## src/rtl/result_demux.sv

```systemverilog
// Routes one producer result stream to one of 2^SEL_W consumers through a two-entry elastic buffer.
// Latency 1 cycle; in_ready is registered and falls only when both head and skid are occupied.
module result_demux #(
  parameter int WIDTH = 32,
  parameter int SEL_W = 2
) (
  input  logic                     clk,
  input  logic                     rst_n,
  input  logic                     flush,
  input  logic                     in_valid,
  output logic                     in_ready,
  input  logic [WIDTH-1:0]         in_data,
  input  logic [SEL_W-1:0]         in_sel,
  output logic [(1<<SEL_W)-1:0]    out_valid,
  input  logic [(1<<SEL_W)-1:0]    out_ready,
  output logic [WIDTH-1:0]         out_data,
  output logic                     busy
);

  typedef enum logic [1:0] {
    EMPTY = 2'd0,
    ONE   = 2'd1,
    TWO   = 2'd2
  } state_t;

  state_t             state;
  state_t             state_nxt;
  logic [WIDTH-1:0]   head_data;
  logic [SEL_W-1:0]   head_sel;
  logic [WIDTH-1:0]   skid_data;
  logic [SEL_W-1:0]   skid_sel;
  logic               push;
  logic               pop;
  logic               ld_head_in;
  logic               ld_head_skid;
  logic               ld_skid;

  assign push = in_valid & in_ready;
  // Only the head destination's ready matters; others are ignored (head-of-line blocking).
  assign pop  = (state != EMPTY) & out_ready[head_sel];

  always_comb begin
    state_nxt    = state;
    ld_head_in   = 1'b0;
    ld_head_skid = 1'b0;
    ld_skid      = 1'b0;
    if (flush) begin
      state_nxt = EMPTY;
    end else begin
      case (state)
        EMPTY: begin
          if (push) begin
            ld_head_in = 1'b1;
            state_nxt  = ONE;
          end
        end
        ONE: begin
          if (push && pop) begin
            ld_head_in = 1'b1;
          end else if (push) begin
            ld_skid   = 1'b1;
            state_nxt = TWO;
          end else if (pop) begin
            state_nxt = EMPTY;
          end
        end
        TWO: begin
          if (pop) begin
            ld_head_skid = 1'b1;
            state_nxt    = ONE;
          end
        end
        default: state_nxt = EMPTY;
      endcase
    end
  end

  always_ff @(posedge clk or negedge rst_n) begin
    if (!rst_n) begin
      state     <= EMPTY;
      in_ready  <= 1'b1;
      head_data <= '0;
      head_sel  <= '0;
      skid_data <= '0;
      skid_sel  <= '0;
    end else begin
      state    <= state_nxt;
      in_ready <= (state_nxt != TWO);
      if (ld_head_in) begin
        head_data <= in_data;
        head_sel  <= in_sel;
      end else if (ld_head_skid) begin
        head_data <= skid_data;
        head_sel  <= skid_sel;
      end
      if (ld_skid) begin
        skid_data <= in_data;
        skid_sel  <= in_sel;
      end
    end
  end

  // Decoded from registered state only, so reset clears it asynchronously without glitches.
  always_comb begin
    out_valid = '0;
    if (state != EMPTY) begin
      out_valid[head_sel] = 1'b1;
    end
  end

  assign out_data = head_data;
  assign busy     = (state != EMPTY);

endmodule

```

## config.mk

```make
export PLATFORM = sky130hd
export DESIGN_NAME = result_demux
export DESIGN_NICKNAME = d
export VERILOG_FILES = /design/src/rtl/result_demux.sv
export SDC_FILE = /design/constraint.sdc
export NUM_CORES = 1
export LEC_CHECK = 0
export ABC_AREA = 0
export CAP_MARGIN = 20
export CORE_UTILIZATION = 50
export CTS_BUF_LIST = sky130_fd_sc_hd__clkbuf_16
export DETAILED_ROUTE_END_ITERATION = 16
export DONT_BUFFER_PORTS = 1
export PLACE_DENSITY = 0.65
export SLEW_MARGIN = 15
export SYNTH_ARGS = -nofsm -noshare
export SYNTH_HDL_FRONTEND = slang
export SYNTH_SLANG_ARGS = --single-unit
```

## constraint.sdc

```tcl
create_clock -name clk -period 1.9 [get_ports clk]
set_clock_uncertainty 0.05 [all_clocks]
set_input_delay 0.38 -clock clk [delete_from_list [all_inputs] [get_ports clk]]
set_output_delay 0.38 -clock clk [all_outputs]
set_load 0.01 [all_outputs]
```

==> results of run 1 <==
-- cells in the mapped netlist --
| master | n | area [µm²] |
|---|---|---|
| mux2_2 | 8 | 90.09 |
| o21ai_4 | 1 | 16.27 |
| mux4_2 | 1 | 22.52 |
| nor2_1 | 3 | 11.26 |
| nor2_2 | 1 | 6.260 |
| a22oi_1 | 2 | 15.01 |
| xor2_1 | 1 | 8.760 |
| mux2_4 | 28 | 420.4 |
| o22ai_1 | 32 | 200.2 |
| a21o_1 | 1 | 7.510 |
| buf_6 | 3 | 33.78 |
| nand2_1 | 3 | 11.26 |
| and4bb_2 | 1 | 12.51 |
| nand2_2 | 1 | 6.260 |
| a21oi_1 | 35 | 175.2 |
| and2_4 | 1 | 8.760 |
| buf_12 | 4 | 80.08 |
| clkbuf_1 | 3 | 11.26 |
| o31ai_1 | 1 | 7.510 |
| inv_1 | 35 | 131.4 |
| dfrtp_1 | 70 | 1752 |
| nor3_1 | 1 | 5.000 |
| dfstp_2 | 1 | 26.28 |
| and2_1 | 2 | 12.51 |
| buf_2 | 3 | 15.01 |
| and3_1 | 1 | 6.260 |
| nor3b_1 | 3 | 22.52 |
| buf_4 | 1 | 7.510 |
-- per-stage QoR --
stage	instances	setup TNS, ns
2_1_floorplan	247	-3.562
3_3_place_gp	322	0
3_5_place_dp	322	0
4_1_cts	337	-0.002135
5_1_grt	339	-1.291
6_report	339	-0.0001921
-- logic make-up after synthesis --
logic type,Yosys count,synth area share (%)
AO/OA/AOI/OAI,72,13.50
flip-flops,71,56.93
buffers and inverters,49,8.934
multiplexers,37,17.07
AND/OR/NAND/NOR,17,3.285
XOR/XNOR,1,0.2805
-- path summary, 6_finish.rpt --
check,to,slack (ns),depth (start not counted)
hold / removal,out_data[6],-0.30,0
min in group clk,state[0],0.10,1
setup reg to reg,skid_data[19],-0.0002,5
hold reg to reg,skid_data[19],0.46,1
max in group asynchronous,in_ready,1.90,0
setup / recovery,skid_data[19],-0.0002,5
-- sequential cells by signal (all words and copies together) (netlist names) --
register / count
out_data: 32
head_sel: 2
skid_data: 32
in_ready: 1
skid_sel: 2
state: 2
-- repair_timing --
action	in CTS	in global routing
pin swaps	0	1
hold endpoints to repair	71	71
setup buffers	0	1
cloned	0	1
gates resized for setup	1	16
endpoints found under the setup margin	3	66
-- area by class of cell --
cell class / instances / area share (%)
Clock buffer: 9 / 6.394
Multi-Input combinational cell: 127 / 30.76
Inverter: 35 / 3.730
Sequential cell: 71 / 50.48
Tap cell: 75 / 2.664
Clock inverter: 6 / 0.8526
Timing Repair Buffer: 16 / 5.115
-- report_power, final --
| part | switching (mW) | internal (mW) |
|---|---|---|
| logic | 0.382 | 0.705 |
| clock network | 0.572 | 0.857 |
| registers | 0.467 | 2.11 |
-- routing by layer --
| layer | global-route usage [%] | share of wire [%] | vias up | routed length [µm] |
|---|---|---|---|---|
| met5 | 0 | 0 | - | 0 |
| met4 | 9.107 | 1.4 | 0 | 82 |
| met3 | 6.180 | 7.1 | 8 | 420 |
| met2 | 28.40 | 46 | 53 | 2700 |
| met1 | 25.73 | 46 | 919 | 2702 |
| li1 | - | - | 887 | - |
-- worst max-delay path, delay by kind of cell (launching register included) --
family                 cells  cell delay [ns]
buffers and inverters      1             0.19
DFF                        1             0.37
muxes                      2             0.86
and+or+nand+nor            2             0.30
==> flow_metrics.tcl, run 1 <==
set metrics [dict create \
    status "finished, violations left" \
    failed_checks "negative hold slack, negative setup slack" \
    cp_data_arrival_time_ns 2.05 \
    tightest_slew_ns 0.3757 \
    multi_input_area_mm2 0.001084 \
    die_h_um 81.03 \
    cts.htree.levels 3 \
    critPathLaunchType "flip-flop" \
    final_max_slew_viol_count 0 \
    p_per_area_mw_per_mm2 1446 \
    cap_violations 0 \
    layout_common_cells "dfrtp_1 (70), inv_1 (36), a21oi_1 (35), mux2_4 (32), o22ai_1 (32)" \
    ant_nets 0 \
    die_area_mm2 0.006566 \
    yosysSeqAreaShare_pct 56.93 \
    placementRows 28 \
    viasPerCell 5.507 \
    crit_path_start "head_sel[0]" \
    io_buffers 0 \
    cpPeakStageDelay_ns 0.54 \
    drive_above_1_share_pct 27.65 \
    path_max_fanout 19 \
    synthCells 247 \
    drt_iter0_markers 53 \
    finalPower_mw 5.093 \
    relSlewSlack_pct 74.76 \
    grt_max_degree 72 \
    hp-class "input port to async pin" \
    p_leak_nw 1.686 \
    area_growth_pct 12.78 \
    end_kind "flip-flop" \
    grt_setup_unrepaired "yes" \
    grt_antenna_before_repair 0 \
    cts_made_buffers 9 \
    nNetsFinal 302 \
    regArea_mm2 0.001778 \
    min_period_ns 1.900 \
    dp_hpwl_um 3738 \
    diodes 0 \
    track_usage_pct 19.29 \
    setup_violations 1 \
    finalHoldViolations 71 \
    clkTransAtPathRegs_ns 0.05 \
    n_fill_cell 506 \
    ios 80 \
    wirelength_um 5906 \
    mostFrequentLayoutCell "dfrtp_1" \
    worstReg2RegStart "head_sel[0]" \
    cts_buffer_depth 2 \
    max_freq_ghz 0.5263 \
    ir_drop_v 0.0007159 \
    gp_congestion 0.7263 \
    fin_ws_ns -0.0001921 \
    dr_total_vias 1867 \
    cts_tree "done" \
    cp.required_ns 2.05 \
    final_util_pct 59.14 \
    grt-ovfl-total 0 \
    drt_pre_antenna_iters 4 \
    drc 0 \
    root_buffer "clkbuf_16" \
    fin_crit_sh_pct 100.0 \
    start_util_pct 52.44 \
    die_w_um 81.03 \
    grt_pass1_wl_um 9301 \
    path_class "flip-flop to flip-flop" \
    syn-num-nets 289 \
    stdcell_area_mm2 0.003522 \
    synth_area_mm2 0.003123 \
    clock-sinks 71 \
    hold_ws_ns -0.2981 \
    yosysUniqueCellTypes 28 \
    yosys_warnings 0 \
    synth_area_per_cell_um2 12.64 \
    core_mm2 0.005956 \
    crit_chain "mux4_2 -> nor2_2 -> and2_4 -> buf_12 -> mux2_4" \
    pre_cts_ws_ns 0.01134 \
    insertion_delay_ns 0.32 \
    slowest_stage "mux4_2" \
    place_area_mm2 0.003199 \
    grt_pass1_vias 1933 \
    routedWlPerCell_um 17.42 \
    synth-seq-cells 71 \
]
Power figures use the tool's default switching activity.
==> inputs of run 2 (changes only) <==
--- a/config.mk
+++ b/config.mk
@@ -12,6 +12,7 @@
 export DETAILED_ROUTE_END_ITERATION = 16
 export DONT_BUFFER_PORTS = 1
 export PLACE_DENSITY = 0.65
+export SETUP_SLACK_MARGIN = 0.1
 export SLEW_MARGIN = 15
 export SYNTH_ARGS = -nofsm -noshare
 export SYNTH_HDL_FRONTEND = slang
==> run 2 against run 1 <==
Compared with the run above:
- wire length is 13% higher
- highest routed layer unchanged
- global-route usage increased by 0.92 points
- via count is 3.3% higher
- first-iteration DRC count is 64% higher
- die area did not move
- register-to-register slack got worse by 0.03 ns
- the run still ends with negative hold slack, negative setup slack left
- largest power group unchanged
- clock power is 22% higher
- sequential power about the same
- largest cell class unchanged
- hold slack lost 0.010 ns
==> flow_metrics.tcl, run 2 (synthesis results as in run 1) <==
set metrics [dict create \
    crit_chain "mux4_2 -> buf_4 -> o21ai_4 -> buf_6 -> clkbuf_16 -> o22ai_1 -> a21oi_1" \
    critPathLaunchType "flip-flop" \
    wirelength_um 6663 \
    path_max_fanout 13 \
    path_class "flip-flop to flip-flop" \
    gp_congestion 0.6939 \
    track_usage_pct 20.21 \
    die_w_um 81.03 \
    die_area_mm2 0.006566 \
    rr_endpoint "out_data[0]" \
    min_period_ns 1.926 \
    stdcell_count 348 \
    hp-class "input port to async pin" \
    io_buffers 0 \
    stdcell_area_mm2 0.003899 \
    cp.required_ns 2.09 \
    tightest_slew_ns 0.3989 \
    nNetsFinal 311 \
    cts_tree "done" \
    cap_violations 0 \
    cts.htree.levels 3 \
    final_util_pct 65.46 \
    clock-sinks 71 \
    final_max_slew_viol_count 0 \
    drc 0 \
    topRoutingLayerUsed "met4" \
    root_buffer "clkbuf_16" \
    finalPower_mw 5.677 \
    drt_pre_antenna_iters 4 \
    tns_ns -0.2177 \
    routedWlPerCell_um 19.15 \
    grt_pass1_vias 1997 \
    slowest_stage "mux4_2" \
    fin_ws_ns -0.02555 \
    cts_buffer_depth 2 \
    end_kind "flip-flop" \
    viasPerCell 5.540 \
    n_fill_cell 445 \
    place_area_mm2 0.003348 \
    wl_met2_um 3160 \
    finalHoldViolations 71 \
    cts_made_buffers 9 \
    area_growth_pct 24.84 \
    max_freq_ghz 0.5193 \
    worst-path-stages 7 \
    reg2reg_depth 7 \
    ant_nets 0 \
    dp_hpwl_um 3982 \
    drive_above_1_share_pct 41.76 \
    placed_cells 322 \
    cpPeakStageDelay_ns 0.54 \
    diodes 0 \
    grt_pass1_wl_um 9708 \
    fin_crit_sh_pct 101.3 \
    grt_max_degree 72 \
    mostFrequentLayoutCell "dfrtp_1" \
    worstReg2RegStart "head_sel[0]" \
    core_mm2 0.005956 \
    grt_setup_unrepaired "yes" \
    layout_common_cells "dfrtp_1 (70), inv_1 (35), mux2_4 (33), o22ai_1 (32), a21oi_2 (29)" \
    rrSetupSlack_ns -0.03 \
    ir_drop_v 0.0008758 \
    cp_top_family "multiplexers" \
    insertion_delay_ns 0.33 \
    dr_total_vias 1928 \
    hold_ws_ns -0.3082 \
    p_leak_nw 1.832 \
    grt-ovfl-total 0 \
    clkTransAtPathRegs_ns 0.06 \
    status "finished, violations left" \
    wl_met1_um 2966 \
    relSlewSlack_pct 73.35 \
    placementRows 28 \
    cp_data_arrival_time_ns 2.12 \
    drt_iter0_markers 87 \
    setup_violations 20 \
    critPathBufInv 3 \
    ios 80 \
    failed_checks "negative hold slack, negative setup slack" \
    start_util_pct 52.44 \
    grt_antenna_before_repair 0 \
    p_per_area_mw_per_mm2 1456 \
    die_h_um 81.03 \
    dr_wl_met3_um 467 \
]
## run 2: cell count changes in the layout (fill, tap and decap cells not counted), sizes merged
| cell | change |
|---|---|
| inv | -1 |
| buf | +4 |
| clkbuf | +5 |
| bufinv | +2 |
| clkinv | -1 |
## run 2: repair_timing
item	in CTS	in global routing
cloned	1	5
endpoints found under the hold margin	71	71
pin swaps	0	2
resized for setup	10	4
setup buffers	4	1
endpoints found under the setup margin	67	68
## run 2: final cells by class
class / count / area (µm²) / share of cell area, %
clock buffer: 9 / 225.2 / 5.777
clock inverter: 6 / 86.33 / 2.214
inverter: 35 / 131.4 / 3.370
multi-input combinational: 127 / 1199 / 30.74
sequential: 71 / 1778 / 45.60
tap: 75 / 93.84 / 2.407
timing repair buffer: 25 / 385.4 / 9.884
## run 2: stage by stage
stage	worst slack, ns	hold WS [ns]
finish	-0.02555	-0.3082
global route	-0.07956	-0.3228
CTS	-0.02789	-0.3182
detailed placement	-0.03195	0.03599
global placement	0.008430	0.03584
floorplan	-0.1247	0.03441
## run 2: worst max-delay path by stage
stage                    end   startpoint  slack [ns]
3_5_place_dp   skid_data[31]  head_sel[0]       -0.03
5_1_grt          out_data[0]  head_sel[0]       -0.08
3_3_place_gp   skid_data[31]  head_sel[0]       0.008
6_report         out_data[0]  head_sel[0]       -0.03
4_1_cts        skid_data[13]  head_sel[0]       -0.03
2_1_floorplan   skid_data[0]  head_sel[0]       -0.12
## run 2: power by group
group          switching [mW]  internal (mW)  leakage [nW]
Clock                   0.616           1.14         0.151
Combinational           0.484          0.861         0.855
Sequential              0.470           2.11         0.826
## run 2: routing by layer
metal	global-route usage, %	vias up
met4	8.036	0
met3	8.090	5
met2	31.26	54
li1	-	908
met5	0	-
met1	25.22	961
